## config.mk

```make
export PLATFORM = sky130hd
export DESIGN_NAME = vga_plot_arbiter
export DESIGN_NICKNAME = d
export VERILOG_FILES = /design/src/rtl/vga_plot_arbiter.sv
export SDC_FILE = /design/constraint.sdc
export NUM_CORES = 1
export LEC_CHECK = 0
export ABC_AREA = 1
export CAP_MARGIN = 30
export CORE_MARGIN = 5
export CORE_UTILIZATION = 42
export DETAILED_ROUTE_END_ITERATION = 8
export GPL_TIMING_DRIVEN = 0
export PLACE_DENSITY = 0.86
export SLEW_MARGIN = 40
export SYNTH_ARGS = -nofsm -noshare
export SYNTH_HDL_FRONTEND = slang
export SYNTH_SLANG_ARGS = --single-unit
```

## constraint.sdc

```tcl
create_clock -name clk -period 4.15 [get_ports clk]
set_input_delay 0.6225 -clock clk [delete_from_list [all_inputs] [get_ports clk]]
set_output_delay 0.6225 -clock clk [all_outputs]
set_load 0.03 [all_outputs]
```

## src/rtl/vga_plot_arbiter.sv

```systemverilog
// vga_plot_arbiter: round-robin burst arbiter driving the shared VGA adapter write port.
// Defining VGA_ARB_TIMEOUT_EN caps each grant at MAX_BURST pixels and flags forced releases.
module vga_plot_arbiter #(
   parameter int N_REQ     = 3,
   parameter int X_W       = 8,
   parameter int Y_W       = 7,
   parameter int C_W       = 3,
   parameter int MAX_BURST = 250
) (
   input  logic                 clk,
   input  logic                 reset_n,
   input  logic [N_REQ-1:0]     req,
   input  logic [N_REQ-1:0]     last,
   input  logic [N_REQ-1:0]     plot_in,
   input  logic [N_REQ*X_W-1:0] x_in,
   input  logic [N_REQ*Y_W-1:0] y_in,
   input  logic [N_REQ*C_W-1:0] colour_in,
   output logic [N_REQ-1:0]     grant,
   output logic [X_W-1:0]       x_out,
   output logic [Y_W-1:0]       y_out,
   output logic [C_W-1:0]       colour_out,
   output logic                 plot_out,
   output logic                 busy,
   output logic                 timeout_err
);
   localparam int PW = $clog2(N_REQ);
   typedef enum logic {IDLE, BURST} state_e;
   state_e           state_q;
   logic [N_REQ-1:0] grant_q;
   logic [PW-1:0]    rr_ptr_q, win_d, cand;
   logic             found;
   logic             plot_q;
   logic [X_W-1:0]   x_q;
   logic [Y_W-1:0]   y_q;
   logic [C_W-1:0]   colour_q;
   logic [X_W-1:0]   xs [N_REQ];
   logic [Y_W-1:0]   ys [N_REQ];
   logic [C_W-1:0]   cs [N_REQ];
   logic             pg, lg, rg, px_end, tmo, end_d;
   for (genvar i = 0; i < N_REQ; i++) begin : g_sl
      assign xs[i] = x_in[i*X_W +: X_W];
      assign ys[i] = y_in[i*Y_W +: Y_W];
      assign cs[i] = colour_in[i*C_W +: C_W];
   end
   // in BURST the round-robin pointer doubles as the granted index
   assign pg     = plot_in[rr_ptr_q];
   assign lg     = last[rr_ptr_q];
   assign rg     = req[rr_ptr_q];
   assign px_end = pg & lg;
   assign end_d  = px_end | ~rg | tmo;
   always_comb begin
      win_d = rr_ptr_q;
      found = 1'b0;
      cand  = '0;
      for (int k = 1; k <= N_REQ; k++) begin
         cand = PW'((32'(rr_ptr_q) + 32'(k)) % N_REQ);
         if (!found && req[cand]) begin
            found = 1'b1;
            win_d = cand;
         end
      end
   end
   always_ff @(posedge clk or negedge reset_n) begin
      if (!reset_n) begin
         state_q  <= IDLE;
         grant_q  <= '0;
         rr_ptr_q <= PW'(N_REQ - 1);
         plot_q   <= 1'b0;
         x_q      <= '0;
         y_q      <= '0;
         colour_q <= '0;
      end else if (state_q == IDLE) begin
         plot_q <= 1'b0;
         if (|req) begin
            state_q  <= BURST;
            grant_q  <= N_REQ'(1) << win_d;
            rr_ptr_q <= win_d;
         end
      end else begin
         x_q      <= xs[rr_ptr_q];
         y_q      <= ys[rr_ptr_q];
         colour_q <= cs[rr_ptr_q];
         plot_q   <= pg;
         if (end_d) begin
            state_q <= IDLE;
            grant_q <= '0;
         end
      end
   end
`ifdef VGA_ARB_TIMEOUT_EN
   localparam int CW = $clog2(MAX_BURST + 1);
   logic [CW-1:0] burst_cnt_q;
   logic          timeout_err_q;
   assign tmo = state_q == BURST && pg && burst_cnt_q == CW'(MAX_BURST - 1);
   always_ff @(posedge clk or negedge reset_n) begin
      if (!reset_n) begin
         burst_cnt_q   <= '0;
         timeout_err_q <= 1'b0;
      end else begin
         burst_cnt_q <= state_q == IDLE ? '0 :
                        burst_cnt_q + CW'(pg && burst_cnt_q != CW'(MAX_BURST));
         if (tmo && !px_end) timeout_err_q <= 1'b1;
      end
   end
   assign timeout_err = timeout_err_q;
`else
   logic unused_max_burst;
   assign unused_max_burst = ^MAX_BURST;
   assign tmo              = 1'b0;
   assign timeout_err      = 1'b0;
`endif
   assign grant      = grant_q;
   assign x_out      = x_q;
   assign y_out      = y_q;
   assign colour_out = colour_q;
   assign plot_out   = plot_q;
   assign busy       = state_q == BURST;
endmodule

```

==> qor.csv, run 1 <==
metric,value,unit
pre-CTS setup slack,1.864,ns
First-pass DRT Iterations,4,
layout cells sized above 1,8.788,%
Initial Util,43.97,%
synthesized area per cell,6.837,µm²
final WL,4.949,mm
max incr delay on CP,0.41,ns
FF/Latch Area,626.9,µm²
Placer Congestion,0.9119,
Vias/cell,4.955,
"Async S/R FF share, synth",100.0,%
synth cell count leaders,"nor2_1, nand2_1, dfrtp_1, o21ai_0, a31oi_1",
Antenna diodes,0,
Synth Instances,239,
Placed Cells incl. Taps,374,
critical-path maximum fanout,10,
cts bufs inserted,3,
most common cell in the netlist,nor2_1,
Worst setup SP type,flop,
initial antenna violation count,0,
multi-input logic area,888.4,µm²
first-pass GRT wire length,8.121,mm
mapped cell area,1634,µm²
Leak,1.126,nW
DR iter-0 viols,49,
Final Cycle Share,55.38,%
Worst-Margin Slew,0.5678,ns
met3 routed WL,360,µm
"area leader, netlist",dfrtp_1,
Worst VDD drop,0.3751,mV
CTS tree,done,
Fill cells,308,
power per cell area,753.0,nW/µm²
Rel. slew slack,62.15,%
htree depth,1,
Final HPWL DP,4.010,mm
vias in the first global route,1812,
DRC Markers,0,
design area,2609,µm²
Crit. End Element,flop,
Worst Path Required,4.32,ns
Hold Crit Class,in2async,
Synth area leaders,"dfrtp_1, nor2_1, nand2_1",
"Core Util, Final",70.20,%
number of synthesized flops with an enable pin,0,
status,finished clean,
cell mode on critical path,nand2_1,
Setup Skew,0.005214,ns
drt wl/cell,13.09,µm
min Tclk post-route,2.298,ns
Met1 Routed Length,1.922,mm
Pins Over Slew Limit,0,
PnR worst setup slack,1.852,ns
Clock Tree Buf Depth,2,
largest net degree at the start of global routing,26,
Non-Filler Instances,378,
Nets,398,
Final Hold Viols,0,
clock root buffer,clkbuf_8,
area share of the largest cell type after synthesis,36.75,%
Worst-path clk slew,0.09,ns
Post-DP Area,2560,µm²
CP arrival,2.47,ns
Cell variety after synth,25,
CTS resizes,0,
GRT Util Overall,19.26,%
die width,72.38,µm
clock sink count,25,
"Net Count, Synth",306,
yosys warns,0,
Hold Slack,0.3351,ns
clock latency on the worst-skew pair,0.27,ns
FMAX,435.1,MHz
IO Pins,89,
unrepaired setup endpoints after global routing,no,
total of max-cap violations,0,
"Seq/Total Area, Yosys",38.36,%
cells along the critical path,buf_6 > inv_2 > clkbuf_1 > ha_1 > o21ai_1 > nand2_4 > nand3_1 > nand2_1 > o21ai_0 > nor2_1 > nand2_1 > nand2_1,
register bit count reported by yosys,25,
Die Ht,72.38,µm
PortBufs,87,
Vias,1873,
metal2 WL,2.618,mm
Post-CTS Setup Inserts,0,
Site Rows,22,
final setup fails,0,
Layout area overhead,59.65,%
Top Layer Used,met4,
CP Class,reg2reg,
Detail Route Antenna Nets,0,
hold_buf cts,0,
"Top FF cell, synth",dfrtp_1,
TNS Setup,0,ns
DIE AREA,5238,µm²
grt total ovfl,0,
Slowest cell on crit path,dfrtp_1,
total power,1.964,mW
Core Area,3716,µm²
## metal layers
| layer | global-route usage (%) | vias up |
|---|---|---|
| met5 | 0 | - |
| met4 | 4.508 | 0 |
| met3 | 4.294 | 4 |
| met2 | 34.88 | 60 |
| met1 | 23.06 | 844 |
| li1 | - | 965 |
## critical path, delay by kind of cell (launching register included)
kind,cells,cell delay [ns]
buf+inv,3,0.57
fa+ha+maj,1,0.37
flops,1,0.41
compound gates,2,0.38
simple gates,6,0.45
## cell families after synthesis
logic type | count (synthesis) | synth area share, %
adder cells (fa/ha/maj) | 2 | 1.531
AO/OA/AOI/OAI | 48 | 16.31
AND/OR/NAND/NOR | 138 | 36.29
flip-flops | 25 | 38.36
other | 1 | 0.2295
buffers and inverters | 25 | 7.274
## cell type report
type	count	share of cell area, %
clock buffer	3	1.583
multi-input combinational	189	34.05
clock inverter	1	0.2878
timing repair buffer	87	33.19
sequential	25	24.03
inverter	12	1.727
buffer	13	2.830
tap	48	2.302
## placed cells by master, fill, tap and decap left out, drive strengths merged, types with 5 or more instances in the layout
cell type / synthesis / layout
clkdlybuf4s50: 0 / 86
nor2: 63 / 63
nand2: 57 / 57
o21ai: 25 / 25
dfrtp: 24 / 24
a31oi: 18 / 18
nand3: 17 / 17
inv: 12 / 12
clkbuf: 6 / 9
buf: 7 / 8
a21oi: 5 / 5
## registers in the layout, indices dropped and copies added (netlist names)
name / flops
busy: 1
y_out: 7
colour_out: 3
x_out: 8
plot_out: 1
grant: 3
rr_ptr_q: 2
## path summary, 6_finish.rpt
check / startpoint / to / slack (ns) / cells after the start
worst max-delay path: rr_ptr_q[0] / grant[1] / 1.85 / 12
worst min register to register: grant[2] / grant[2] / 0.49 / 2
max in group asynchronous: reset_n / y_out[6] / 3.44 / 1
worst max register to register: rr_ptr_q[0] / grant[1] / 1.85 / 12
min in group clk: grant[2] / grant[2] / 0.49 / 2
worst min-delay path: reset_n / colour_out[2] / 0.34 / 1
## power breakdown
group / total, mW / internal [mW] / switching (mW)
sequential: 0.435 / 0.369 / 0.0654
clock: 0.148 / 0.0681 / 0.0803
combinational: 1.38 / 0.535 / 0.846
Power figures use the tool's default switching activity.
==> run 2: changes to the inputs <==
--- a/config.mk
+++ b/config.mk
@@ -8,10 +8,10 @@
 export ABC_AREA = 1
 export CAP_MARGIN = 30
 export CORE_MARGIN = 5
-export CORE_UTILIZATION = 42
+export CORE_UTILIZATION = 35
 export DETAILED_ROUTE_END_ITERATION = 8
 export GPL_TIMING_DRIVEN = 0
-export PLACE_DENSITY = 0.86
+export PLACE_DENSITY = 0.76
 export SLEW_MARGIN = 40
 export SYNTH_ARGS = -nofsm -noshare
 export SYNTH_HDL_FRONTEND = slang
==> constraint.sdc (replaced) <==
create_clock -name clk -period 1.95 [get_ports clk]
set_input_delay 0.2925 -clock clk [delete_from_list [all_inputs] [get_ports clk]]
set_output_delay 0.2925 -clock clk [all_outputs]
set_load 0.03 [all_outputs]
==> qor.csv, run 2 (synthesized netlist as in run 1, its figures left out) <==
metric,value,unit
initial antenna violation count,0,
largest net degree at the start of global routing,26,
Hold Crit Class,in2async,
CP arrival,2.01,ns
CTS tree,done,
Worst setup SP type,flop,
PortBufs,87,
status,"complete, but fails checks",
Leak,1.155,nW
pre-CTS setup slack,-0.2017,ns
PnR worst setup slack,0.1050,ns
final WL,5.468,mm
htree depth,1,
power per cell area,1641,nW/µm²
Final Cycle Share,94.62,%
DIE AREA,6136,µm²
R2R Path Start,rr_ptr_q[1],
Vias/cell,4.972,
Reg2Reg Setup Slack,0.10,ns
FMAX,542.0,MHz
"most common cell after layout, fill and taps aside",clkdlybuf4s50_1,
die width,78.33,µm
hold_buf cts,0,
cts bufs inserted,3,
Worst VDD drop,0.6324,mV
drt wl/cell,14.17,µm
Layout area overhead,64.40,%
Vias,1919,
total of max-cap violations,0,
first-pass GRT wire length,8.521,mm
Site Rows,24,
Worst-path clk slew,0.10,ns
Worst-Margin Slew,0.5765,ns
Setup Skew,0.007288,ns
Core Area,4444,µm²
clock sink count,25,
worst reg2reg path depth,11,
Final HPWL DP,4.177,mm
Pins Over Slew Limit,0,
DRC Markers,0,
vias in the first global route,1758,
FF-to-FF End,grant[0],
Antenna diodes,0,
failing checks,hold timing,
grt total ovfl,0,
clock latency on the worst-skew pair,0.28,ns
"Core Util, Final",60.44,%
First-pass DRT Iterations,4,
final setup fails,0,
layout cells sized above 1,11.38,%
GRT Util Overall,17.48,%
DR iter-0 viols,146,
TNS Setup,0,ns
Initial Util,36.77,%
Placer Congestion,0.8212,
CP Class,reg2reg,
Die Ht,78.33,µm
IO Pins,89,
critical-path maximum fanout,6,
Hold Slack,-0.002672,ns
Worst Path Required,2.12,ns
most frequent cells in the layout,"clkdlybuf4s50_1, nor2_1, nand2_1",
Clock Tree Buf Depth,2,
Crit. End Element,flop,
Final Hold Viols,1,
min Tclk post-route,1.845,ns
Nets,402,
Rel. slew slack,61.57,%
flip-flop count of the largest register after layout,8,
Detail Route Antenna Nets,0,
clock root buffer,clkbuf_8,
[run 2: final cells by class]
type / count / area, µm²
repair buffers: 92 / 903.4
plain buffers: 12 / 70.07
fillers: 416 / 1758
clock buffers: 3 / 41.29
inverters: 12 / 50.05
clock inverters: 1 / 5.005
multi-input cells: 189 / 924.6
well taps: 52 / 65.06
flip-flops and latches: 25 / 626.9
[run 2: timing repair]
action | in CTS | in global routing
setup endpoints to repair | 5 | 5
pin swaps | 0 | 1
buffers inserted | 0 | 5
gates resized for setup | 4 | 6
[run 2: how the worst max path moves through the flow]
stage,startpoint,to,slack (ns),cells past startpoint
3_5_place_dp,rr_ptr_q[0],grant[0],-0.20,14
2_1_floorplan,rr_ptr_q[0],grant[1],0.03,12
4_1_cts,rr_ptr_q[0],grant[0],0.003,12
5_1_grt,rr_ptr_q[1],grant[0],-0.02,11
3_3_place_gp,rr_ptr_q[0],grant[1],-0.18,12
6_report,rr_ptr_q[1],grant[0],0.10,11
[run 2: power breakdown]
group	total [mW]	switching (mW)	leakage [nW]	internal (mW)
registers	0.935	0.149	0.291	0.786
clock network	0.324	0.180	0.0255	0.143
logic	3.15	1.89	0.839	1.26
total	4.41	2.22	1.15	2.19
[run 2: metal layers]
layer / wire length, µm / track usage (%)
met3: 357 / 2.860
met5: 0 / 0
met4: 49 / 5.245
met1: 2329 / 22.30
met2: 2731 / 30.39
[run 2: worst max-delay path, stage by stage, from the launching register on]
cell and delay, ns:
dfstp_2 0.60, buf_4 0.14, ha_4 0.22, inv_2 0.09, nand3_1 0.10, nand2_2 0.11
nand2_2 0.06, or2_0 0.21, nand2_2 0.09, nor2_2 0.04, nand2_1 0.05, nand2_1 0.05
[run 2: per-stage QoR]
step	instance area [µm²]	cells	power, mW	hold slack, ns
floorplan	1635	239	2.911	-0.003091
global placement	2571	378	3.875	0.4651
detailed placement	2566	378	3.930	0.3205
CTS	2616	381	4.271	0.01782
global route	2686	386	4.779	0.04895
finish	2686	386	4.408	-0.002672
